File: config.mk
export PLATFORM = sky130hd
export DESIGN_NAME = uart_frame_sequencer
export DESIGN_NICKNAME = d
export VERILOG_FILES = /design/src/rtl/uart_frame_sequencer.sv
export SDC_FILE = /design/constraint.sdc
export NUM_CORES = 1
export LEC_CHECK = 0
export BUFFER_PORTS_ARGS = -buffer_cell sky130_fd_sc_hd__buf_2
export CORE_UTILIZATION = 56
export DETAILED_ROUTE_END_ITERATION = 7
export PLACE_DENSITY = 0.76
export SYNTH_ARGS = -nofsm -noshare
export SYNTH_HDL_FRONTEND = slang
export SYNTH_SLANG_ARGS = --single-unit
File: constraint.sdc
create_clock -name CLOCK -period 2.19 [get_ports CLOCK]
set_clock_uncertainty 0.05 [all_clocks]
set_input_delay 0 -clock CLOCK [delete_from_list [all_inputs] [get_ports CLOCK]]
set_output_delay 0 -clock CLOCK [all_outputs]
set_load 0.02 [all_outputs]
File: src/rtl/uart_frame_sequencer.sv
// Frames a toggle-strobed UART byte stream into checksum-verified write bursts.
// Payload is buffered until the checksum matches, then replayed over valid/ready.
module uart_frame_sequencer #(
    parameter int          ADDR_W      = 8,
    parameter int          MAX_LEN     = 16,
    parameter logic [7:0]  HEADER      = 8'hA5,
    parameter int          TIMEOUT_CYC = 2000000
) (
    input  logic              CLOCK,
    input  logic              RESET_N,
    input  logic [7:0]        rx_data,
    input  logic              rx_toggle,
    input  logic              rx_bad,
    output logic              wr_valid,
    output logic [ADDR_W-1:0] wr_addr,
    output logic [7:0]        wr_data,
    input  logic              wr_ready,
    output logic              busy,
    output logic              frame_ok,
    output logic              frame_err,
    output logic [1:0]        err_code,
    output logic              drop
);

    localparam int          BUF_W    = (MAX_LEN > 1) ? $clog2(MAX_LEN) : 1;
    localparam int          TMO_W    = $clog2(TIMEOUT_CYC + 1);
    localparam logic [TMO_W-1:0] TMO_LAST = TMO_W'(TIMEOUT_CYC - 1);
    localparam logic [7:0]  MAX_LEN_B = 8'(MAX_LEN);

    localparam logic [1:0]  ERR_CSUM = 2'd1;
    localparam logic [1:0]  ERR_LEN  = 2'd2;
    localparam logic [1:0]  ERR_RX   = 2'd3;

    typedef enum logic [2:0] {
        S_IDLE,
        S_ADDR,
        S_LEN,
        S_PAYLOAD,
        S_CSUM,
        S_WRITE
    } state_t;

    state_t            state_q, state_d;
    logic              toggle_q;
    logic [ADDR_W-1:0] base_q, base_d;
    logic [7:0]        len_q, len_d;
    logic [7:0]        idx_q, idx_d;
    logic [7:0]        csum_q, csum_d;
    logic [TMO_W-1:0]  tmo_q, tmo_d;
    logic              ok_d, err_d, drop_d;
    logic [1:0]        code_d;
    logic              buf_we;
    logic              byte_ev;
    logic [7:0]        buffer [MAX_LEN];

    assign byte_ev = rx_toggle ^ toggle_q;

    // Gated so every write-port output reads 0 outside a burst, including
    // immediately on an asynchronous reset.
    assign wr_valid = (state_q == S_WRITE);
    assign wr_addr  = wr_valid ? (base_q + ADDR_W'(idx_q)) : '0;
    assign wr_data  = wr_valid ? buffer[idx_q[BUF_W-1:0]] : '0;
    assign busy     = (state_q != S_IDLE);

    always_comb begin
        // NOTE: every combinational output gets a default first so no path
        // through the case leaves a variable unassigned (no inferred latches).
        state_d = state_q;
        base_d  = base_q;
        len_d   = len_q;
        idx_d   = idx_q;
        csum_d  = csum_q;
        tmo_d   = '0;
        buf_we  = 1'b0;
        ok_d    = 1'b0;
        err_d   = 1'b0;
        code_d  = err_code;
        drop_d  = 1'b0;

        case (state_q)
            S_IDLE: begin
                if (byte_ev && !rx_bad && rx_data == HEADER) state_d = S_ADDR;
            end

            S_WRITE: begin
                drop_d = byte_ev;
                if (wr_ready) begin
                    if (idx_q == len_q - 8'd1) begin
                        state_d = S_IDLE;
                        idx_d   = '0;
                        ok_d    = 1'b1;
                    end else begin
                        idx_d = idx_q + 8'd1;
                    end
                end
            end

            // Parsing states: a bad byte or an inter-byte timeout aborts the frame.
            default: begin
                if (byte_ev && rx_bad) begin
                    state_d = S_IDLE;
                    err_d   = 1'b1;
                    code_d  = ERR_RX;
                end else if (byte_ev) begin
                    case (state_q)
                        S_ADDR: begin
                            base_d  = ADDR_W'(rx_data);
                            csum_d  = rx_data;
                            state_d = S_LEN;
                        end
                        S_LEN: begin
                            if (rx_data == 8'd0 || rx_data > MAX_LEN_B) begin
                                state_d = S_IDLE;
                                err_d   = 1'b1;
                                code_d  = ERR_LEN;
                            end else begin
                                len_d   = rx_data;
                                csum_d  = csum_q + rx_data;
                                idx_d   = '0;
                                state_d = S_PAYLOAD;
                            end
                        end
                        S_PAYLOAD: begin
                            buf_we = 1'b1;
                            csum_d = csum_q + rx_data;
                            idx_d  = idx_q + 8'd1;
                            if (idx_q == len_q - 8'd1) state_d = S_CSUM;
                        end
                        S_CSUM: begin
                            idx_d = '0;
                            if (rx_data == csum_q) begin
                                state_d = S_WRITE;
                            end else begin
                                state_d = S_IDLE;
                                err_d   = 1'b1;
                                code_d  = ERR_CSUM;
                            end
                        end
                        default: state_d = S_IDLE;
                    endcase
                end else if (tmo_q == TMO_LAST) begin
                    state_d = S_IDLE;
                    err_d   = 1'b1;
                    code_d  = ERR_RX;
                end else begin
                    tmo_d = tmo_q + 1'b1;
                end
            end
        endcase
    end

    // NOTE: sequential state uses non-blocking assignments only, so every
    // register samples pre-edge values regardless of statement order.
    always_ff @(posedge CLOCK or negedge RESET_N) begin
        if (!RESET_N) begin
            state_q   <= S_IDLE;
            toggle_q  <= 1'b0;
            base_q    <= '0;
            len_q     <= '0;
            idx_q     <= '0;
            csum_q    <= '0;
            tmo_q     <= '0;
            frame_ok  <= 1'b0;
            frame_err <= 1'b0;
            err_code  <= '0;
            drop      <= 1'b0;
        end else begin
            state_q   <= state_d;
            toggle_q  <= rx_toggle;
            base_q    <= base_d;
            len_q     <= len_d;
            idx_q     <= idx_d;
            csum_q    <= csum_d;
            tmo_q     <= tmo_d;
            frame_ok  <= ok_d;
            frame_err <= err_d;
            err_code  <= code_d;
            drop      <= drop_d;
        end
    end

    // NOTE: the payload buffer has no reset; it is always written before it
    // is read, and leaving it unreset lets it map onto plain RAM/flops.
    always_ff @(posedge CLOCK) begin
        if (buf_we) buffer[idx_q[BUF_W-1:0]] <= rx_data;
    end

endmodule
==> results of run 1 <==
==> repair_timing <==
action                                  in CTS  in global routing
hold buffers                                13                  0
cloned                                       1                  0
gates resized for setup                     48                 37
endpoints found under the hold margin      112                  0
pin swaps                                   18                 11
endpoints found under the setup margin      24                 39
buffers inserted                            10                  5
==> path summary, 6_finish.rpt <==
kind                                 start            to  slack, ns  depth (start not counted)
worst max-delay path              idx_q[0]    wr_data[7]      -0.34                          6
worst min-delay path               RESET_N     tmo_q[18]       0.06                          3
worst max register to register    len_q[1]      idx_q[7]      -0.16                          9
worst min register to register    tmo_q[0]      tmo_q[0]       0.41                          1
max in group asynchronous          RESET_N      idx_q[2]       0.98                          3
min in group CLOCK              rx_data[7]  buffer[3][7]       0.06                          2
==> routing by layer <==
layer / vias to the layer above / wire length, µm
met5: - / 0
met2: 201 / 10720
met3: 55 / 1089
li1: 2586 / -
met1: 2943 / 8378
met4: 0 / 567
==> state kept, by name, summed over array words and instances, names as in the netlist <==
name	flops
frame_err	1
tmo_q	21
state_q	3
err_code	2
base_q	8
drop	1
frame_ok	1
toggle_q	1
len_q	8
buffer	128
csum_q	8
idx_q	8
==> cells in the mapped netlist (15+ instances only) <==
cell	n	area, µm²
a21oi_1	18	90.09
and2_1	15	93.84
dfrtp_1	62	1551
edfxtp_1	128	3844
ha_1	20	250.2
inv_1	20	75.07
mux4_2	40	900.9
nand2_1	33	123.9
nor2_1	68	255.2
nor3_1	17	85.08
o21ai_0	17	85.08
xnor2_1	20	175.2
xor2_1	22	192.7
==> through the flow <==
step	instance area, µm²	power [mW]
after CTS	10710	10.64
after global routing	10890	11.30
final	10890	10.87
after detailed placement	9748	7.400
after global placement	9748	7.262
after floorplan	8874	6.422
==> cells in the final DEF (no fill, tap or decap), types with 5 or more instances in the layout <==
master	n
a21o_1	7
nand3_1	13
buf_12	7
xnor2_1	20
nand2_1	32
edfxtp_1	128
nor2_1	67
and2_4	8
buf_2	22
a21oi_2	6
nand4_1	5
inv_1	18
and2_1	7
nand2b_1	7
nor3_1	14
o21ai_0	13
buf_6	13
and3_1	5
dlygate4sd3_1	12
mux2_2	11
ha_1	14
buf_4	77
a21oi_1	12
or3_1	5
dfrtp_1	54
inv_6	5
mux4_2	40
dfrtp_2	8
xor2_1	21
clkbuf_16	17
==> worst max-delay path: cells and delay by family (launching register included) <==
family,cells,cell delay [ns]
multiplexers,2,1.06
buffers and inverters,3,0.42
flip-flops,1,0.40
AND/OR/NAND/NOR,1,0.16
==> kinds of logic (layout without fill, tap and decap cells) <==
group	count (synthesis)	in the layout	share of synthesized area, %
and+or+nand+nor	195	195	10.96
DFF	190	190	61.06
AOI/OAI and AO/OA	75	75	5.877
muxes	54	54	11.94
buffers and inverters	47	185	2.719
xor gates and xnor gates	42	42	4.163
adders and majority gates	22	22	3.285
==> layout make-up <==
class / instances / area share, %
multi-input combinational: 388 / 31.56
inverter: 20 / 0.6894
clock buffer: 20 / 4.010
timing repair buffer: 134 / 10.49
sequential: 190 / 49.64
tap: 211 / 2.424
clock inverter: 11 / 1.184
==> power by group through the flow <==
stage               Clock [mW]  Sequential [mW]  Combinational, mW
global placement             0             4.34               2.92
floorplan                    0             4.30               2.12
detailed placement           0             4.35               3.05
finish                    3.03             4.31               3.53
global route              3.18             4.34               3.78
CTS                       3.04             4.29               3.31
==> flow_summary.json, run 1 <==
{
  "power.share.combinational_pct": 32.5,
  "drive_gt1_share_pct": 34.86,
  "cts_tree": "yes",
  "rsz0062_at_grt": "true",
  "io_pins": 36,
  "p_int_mw": 7.595,
  "final_nets": 786,
  "first_pass_iters": 5,
  "use_met2_pct": 45.45,
  "grtUsageMet1_pct": 34.20,
  "routabilityCongestion": 0.9119,
  "via_per_inst": 5.939,
  "place_inst": 914,
  "die_area_um2": 16280,
  "synth_warnings": 0,
  "cts.path.max_buffers": 2,
  "setup_slack_ns": -0.3430,
  "syn-num-nets": 660,
  "leakagePower_nw": 4.146,
  "drt_wl_total_mm": 20.75,
  "drc": 0,
  "cts_root_buf": "clkbuf_16",
  "clkLatencyLatePin_ns": 0.44,
  "cts.sinks": 190,
  "pre_cts_ws_ns": -0.06008,
  "cts_inserted_buffers": 17,
  "hpwl_mm": 13.69,
  "top_usage_layer": "met2",
  "synthArstFlopShare_pct": 32.63,
  "hold_violations": 0,
  "cts_max_level": 4,
  "vias": 5785,
  "ys_types": 61,
  "setup_violations": 19,
  "worst_slew_pin_slew_ns": 0.6376,
  "switching_share_pct": 30.13,
  "setup_tns_ns": -3.875,
  "multiInputGateArea_um2": 3437,
  "power.density_nw_per_um2": 998.3,
  "grt_max_degree": 31,
  "avgSynthCellArea_um2": 14.14,
  "gr-usage-met3_pct": 5.779,
  "required_ns": 2.14,
  "instances_no_fill": 974,
  "core_um2": 15310,
  "clk_pin_slew_ns": 0.07,
  "max-cap-violations": 0,
  "ys_ff_latch": 190,
  "drtAntennaViolNets": 0,
  "ys.flop_type": "edfxtp_1",
  "synth_edf_count": 128,
  "hp-class": "in2async",
  "grt_overflow": 0,
  "outcome": "complete, but fails checks",
  "crit_chain": "buf_12 -> buf_12 -> mux4_2 -> mux4_2 -> and2_4 -> buf_6",
  "p_switching_mw": 3.275,
  "period_share_pct": 115.7,
  "holdWs_ns": 0.05716,
  "cp_slowest_stage_delay_ns": 0.55,
  "cp.arrival_ns": 2.48,
  "fillers": 987,
  "antenna_found_initial": 1,
  "cp_slowest_cell": "mux4_2",
  "critPathLaunchType": "register",
  "synthCells": 625,
  "initial_core_util_pct": 57.70,
  "die_w_um": 127.6,
  "port_buffers": 35,
  "die_y_um": 127.6,
  "regArea_um2": 5405,
  "wire_per_inst_um": 21.31,
  "area_delta_synth_final_pct": 23.24,
  "setup.worst_path.class": "reg2out",
  "yosysSeqAreaShare_pct": 61.06,
  "critPathMaxFanout": 8,
  "grt_usage_pct": 26.80,
  "timing.fmax_mhz": 394.8,
  "row_count": 45,
  "fin_crit_ns": 2.533,
  "p_seq_share_pct": 39.7,
  "drt_iter0_drc": 419,
  "ir_drop_v": 0.0007080,
  "clockPowerShare_pct": 27.9,
  "violations": "setup timing",
  "syn_area_um2": 8836,
  "slew_headroom_pct": 57.35,
  "cp-end-kind": "output port",
  "grt_pass1_wl_mm": 31.94,
  "diodes": 0,
  "grt_pass1_vias": 5934,
  "final_core_util_pct": 71.10,
  "final-max-slew-violation-count": 0
}
Power figures use the tool's default switching activity.
==> run 2, diff against run 1 <==
--- a/config.mk
+++ b/config.mk
@@ -6,4 +6,5 @@
 export NUM_CORES = 1
 export LEC_CHECK = 0
+export ABC_AREA = 1
 export BUFFER_PORTS_ARGS = -buffer_cell sky130_fd_sc_hd__buf_2
 export CORE_UTILIZATION = 56
--- a/constraint.sdc
+++ b/constraint.sdc
@@ -3,3 +3,3 @@
 set_input_delay 0 -clock CLOCK [delete_from_list [all_inputs] [get_ports CLOCK]]
 set_output_delay 0 -clock CLOCK [all_outputs]
-set_load 0.02 [all_outputs]
+set_load 0.005 [all_outputs]
==> run 2 against run 1 <==
Compared with the run above:
- die area increased by 3.7%
- count of clock-buffer cells in the layout decreased by 2
- sequential power increased by 2%
- final cell count increased by 30%
- combinational power decreased by 4%
- hold slack got worse by 0.035 ns
- synthesized cell count increased by 52%
- utilization decreased by 3.0 points
- the run still ends with setup timing left
- routed wire length increased by 9.5%
- largest cell class unchanged
- design area decreased by 0.36%
- clock power about the same
==> flow_summary.json, run 2 <==
{
  "outcome": "complete, but fails checks",
  "violations": "setup timing",
  "cp_slowest_cell": "dfrtp_2",
  "drive_gt1_share_pct": 17.49,
  "cts_max_level": 4,
  "drc": 0,
  "drt_iter0_drc": 840,
  "cts_tree": "yes",
  "syn-num-nets": 985,
  "power.density_nw_per_um2": 998.0,
  "reg2reg_from": "idx_q[0]",
  "required_ns": 2.14,
  "ys.flop_type": "edfxtp_1",
  "hpwl_mm": 14.83,
  "synthTopCellsByArea": "edfxtp_1 (42%), dfrtp_1 (17%), nand2_1 (6.7%)",
  "die_y_um": 129.9,
  "grt_overflow": 0,
  "area_delta_synth_final_pct": 18.37,
  "core_um2": 15940,
  "diodes": 0,
  "rsz0062_at_grt": "true",
  "ff2ff_setup_slack_ns": 0.11,
  "drtAntennaViolNets": 0,
  "synthArstFlopShare_pct": 32.63,
  "synthCells": 950,
  "cp_slowest_stage_delay_ns": 0.43,
  "setup_violations": 12,
  "fin_crit_ns": 2.376,
  "period_share_pct": 108.5,
  "power_mw": 10.83,
  "wire_per_inst_um": 17.93,
  "grt_pass1_wl_mm": 36.08,
  "antenna_found_initial": 0,
  "cp_top_family": "buffers and inverters",
  "fillers": 1214,
  "final_common_cell": "nand2_1",
  "final-max-slew-violation-count": 0,
  "ir_drop_v": 0.0007472,
  "avgSynthCellArea_um2": 9.649,
  "ys_types": 39,
  "final_nets": 1074,
  "synth_common_cells": "nand2_1 (163), nor2_1 (143), edfxtp_1 (128)",
  "slew_headroom_pct": 67.11,
  "crit_chain": "buf_4 -> buf_12 -> inv_12 -> buf_12 -> o21ai_0 -> o22ai_1 -> nand3_1 -> a41oi_1 -> buf_2",
  "cp-end-kind": "output port",
  "port_buffers": 35,
  "design_area_um2": 10850,
  "yosysMostFrequentCell": "nand2_1",
  "io_pins": 36,
  "regArea_um2": 5398,
  "cts.sinks": 190,
  "largest_reg_flops": 128,
  "leakagePower_nw": 4.488,
  "hp-class": "in2async",
  "cts.path.max_buffers": 2,
  "syn_area_um2": 9166,
  "netlist.area_leader.share_pct": 41.93,
  "cp.arrival_ns": 2.33,
  "grt_pass1_vias": 6805,
  "vias": 7320,
  "final_core_util_pct": 68.06,
  "via_per_inst": 5.773,
  "hold_violations": 0,
  "grt_usage_pct": 28.81,
  "crit_path_frequent_cell": "buf_12",
  "die_area_um2": 16880,
  "reg2regPathDepth": 12,
  "initial_core_util_pct": 57.49,
  "die_w_um": 129.9,
  "row_count": 46,
  "critPathMaxFanout": 11,
  "setup.worst_path.class": "reg2out",
  "first_pass_iters": 5,
  "worst_slew_pin_slew_ns": 0.4933,
  "critPathLaunchType": "register",
  "routabilityCongestion": 0.9110,
  "yosysTopAreaCell": "edfxtp_1",
  "grt_max_degree": 43,
  "clk_pin_slew_ns": 0.08,
  "synth_warnings": 0,
  "ys_ff_latch": 190,
  "cts_inserted_buffers": 17,
  "setup_slack_ns": -0.1864,
  "clkLatencyLatePin_ns": 0.43,
  "cts_root_buf": "clkbuf_16",
  "placed_cell_area_um2": 9887,
  "drt_wl_total_mm": 22.73,
  "timing.fmax_mhz": 420.8,
  "cp_num_buf_inv": 5,
  "layout_common_cells": "nand2_1 (161), nor2_1 (143), edfxtp_1 (128)",
  "yosysSeqAreaShare_pct": 58.86,
  "multiInputGateArea_um2": 3387,
  "synth_edf_count": 128,
  "r2r-end": "state_q[2]",
  "max-cap-violations": 0
}
run 2: where the power goes:
group          leakage, nW  internal [mW]  switching [mW]
Clock                0.284           1.54            1.50
Sequential            1.94           4.13           0.270
Combinational         2.27           1.31            2.09
run 2: worst max path at each step:
stage / startpoint / to / depth (start not counted)
final: idx_q[0] / wr_data[0] / 9
after global routing: base_q[0] / wr_addr[6] / 12
after CTS: base_q[0] / wr_addr[6] / 12
after detailed placement: idx_q[0] / state_q[2] / 12
after global placement: idx_q[0] / state_q[2] / 12
after floorplan: idx_q[1] / buffer[12][0] / 5
run 2: area by class of cell:
cell class / count / area share, %
flip-flops and latches: 190 / 49.75
multi-input cells: 637 / 31.22
repair buffers: 102 / 7.876
clock buffers: 18 / 3.955
inverters: 91 / 3.298
well taps: 216 / 2.491
clock inverters: 14 / 1.418
run 2: through the flow:
step | instances | hold WS [ns] | worst slack, ns | setup TNS [ns]
after floorplan | 950 | -0.3456 | 0.2314 | 0
after global placement | 1218 | -0.05787 | 0.1209 | 0
after detailed placement | 1218 | -0.06192 | 0.07556 | 0
after CTS | 1266 | 0.01718 | -0.1699 | -1.016
after global routing | 1268 | 0.02289 | -0.2781 | -2.483
final | 1268 | 0.02245 | -0.1864 | -1.399
run 2: per-layer routing:
layer	global-route usage, %	part of all wire (%)	vias up
met4	12.11	3.6	0
met5	0	0	-
met2	43.94	46	325
li1	-	-	3451
met1	40.34	43	3493
met3	6.109	7.2	51
run 2: what timing repair did:
action,CTS,global route
endpoints found under the setup margin,12,22
gates resized for setup,24,10
hold buffers,9,0
pin swaps,10,9
setup buffers,4,1
hold endpoints to repair,79,0
gates cloned,3,1
run 2: cells by family after synthesis:
family                   share of synthesized area (%)
multiplexers                                    0.1228
flip-flops                                       58.86
XOR/XNOR                                         1.815
AO/OA/AOI/OAI                                    10.62
AND/OR/NAND/NOR                                  20.26
buffers and inverters                            5.160
adder cells (fa/ha/maj)                          3.167
run 2: worst reg2reg max path: cells and delay by family (launching register included):
family	cells	cell delay, ns
buffers and inverters	3	0.60
DFF	1	0.43
and+or+nand+nor	9	0.91
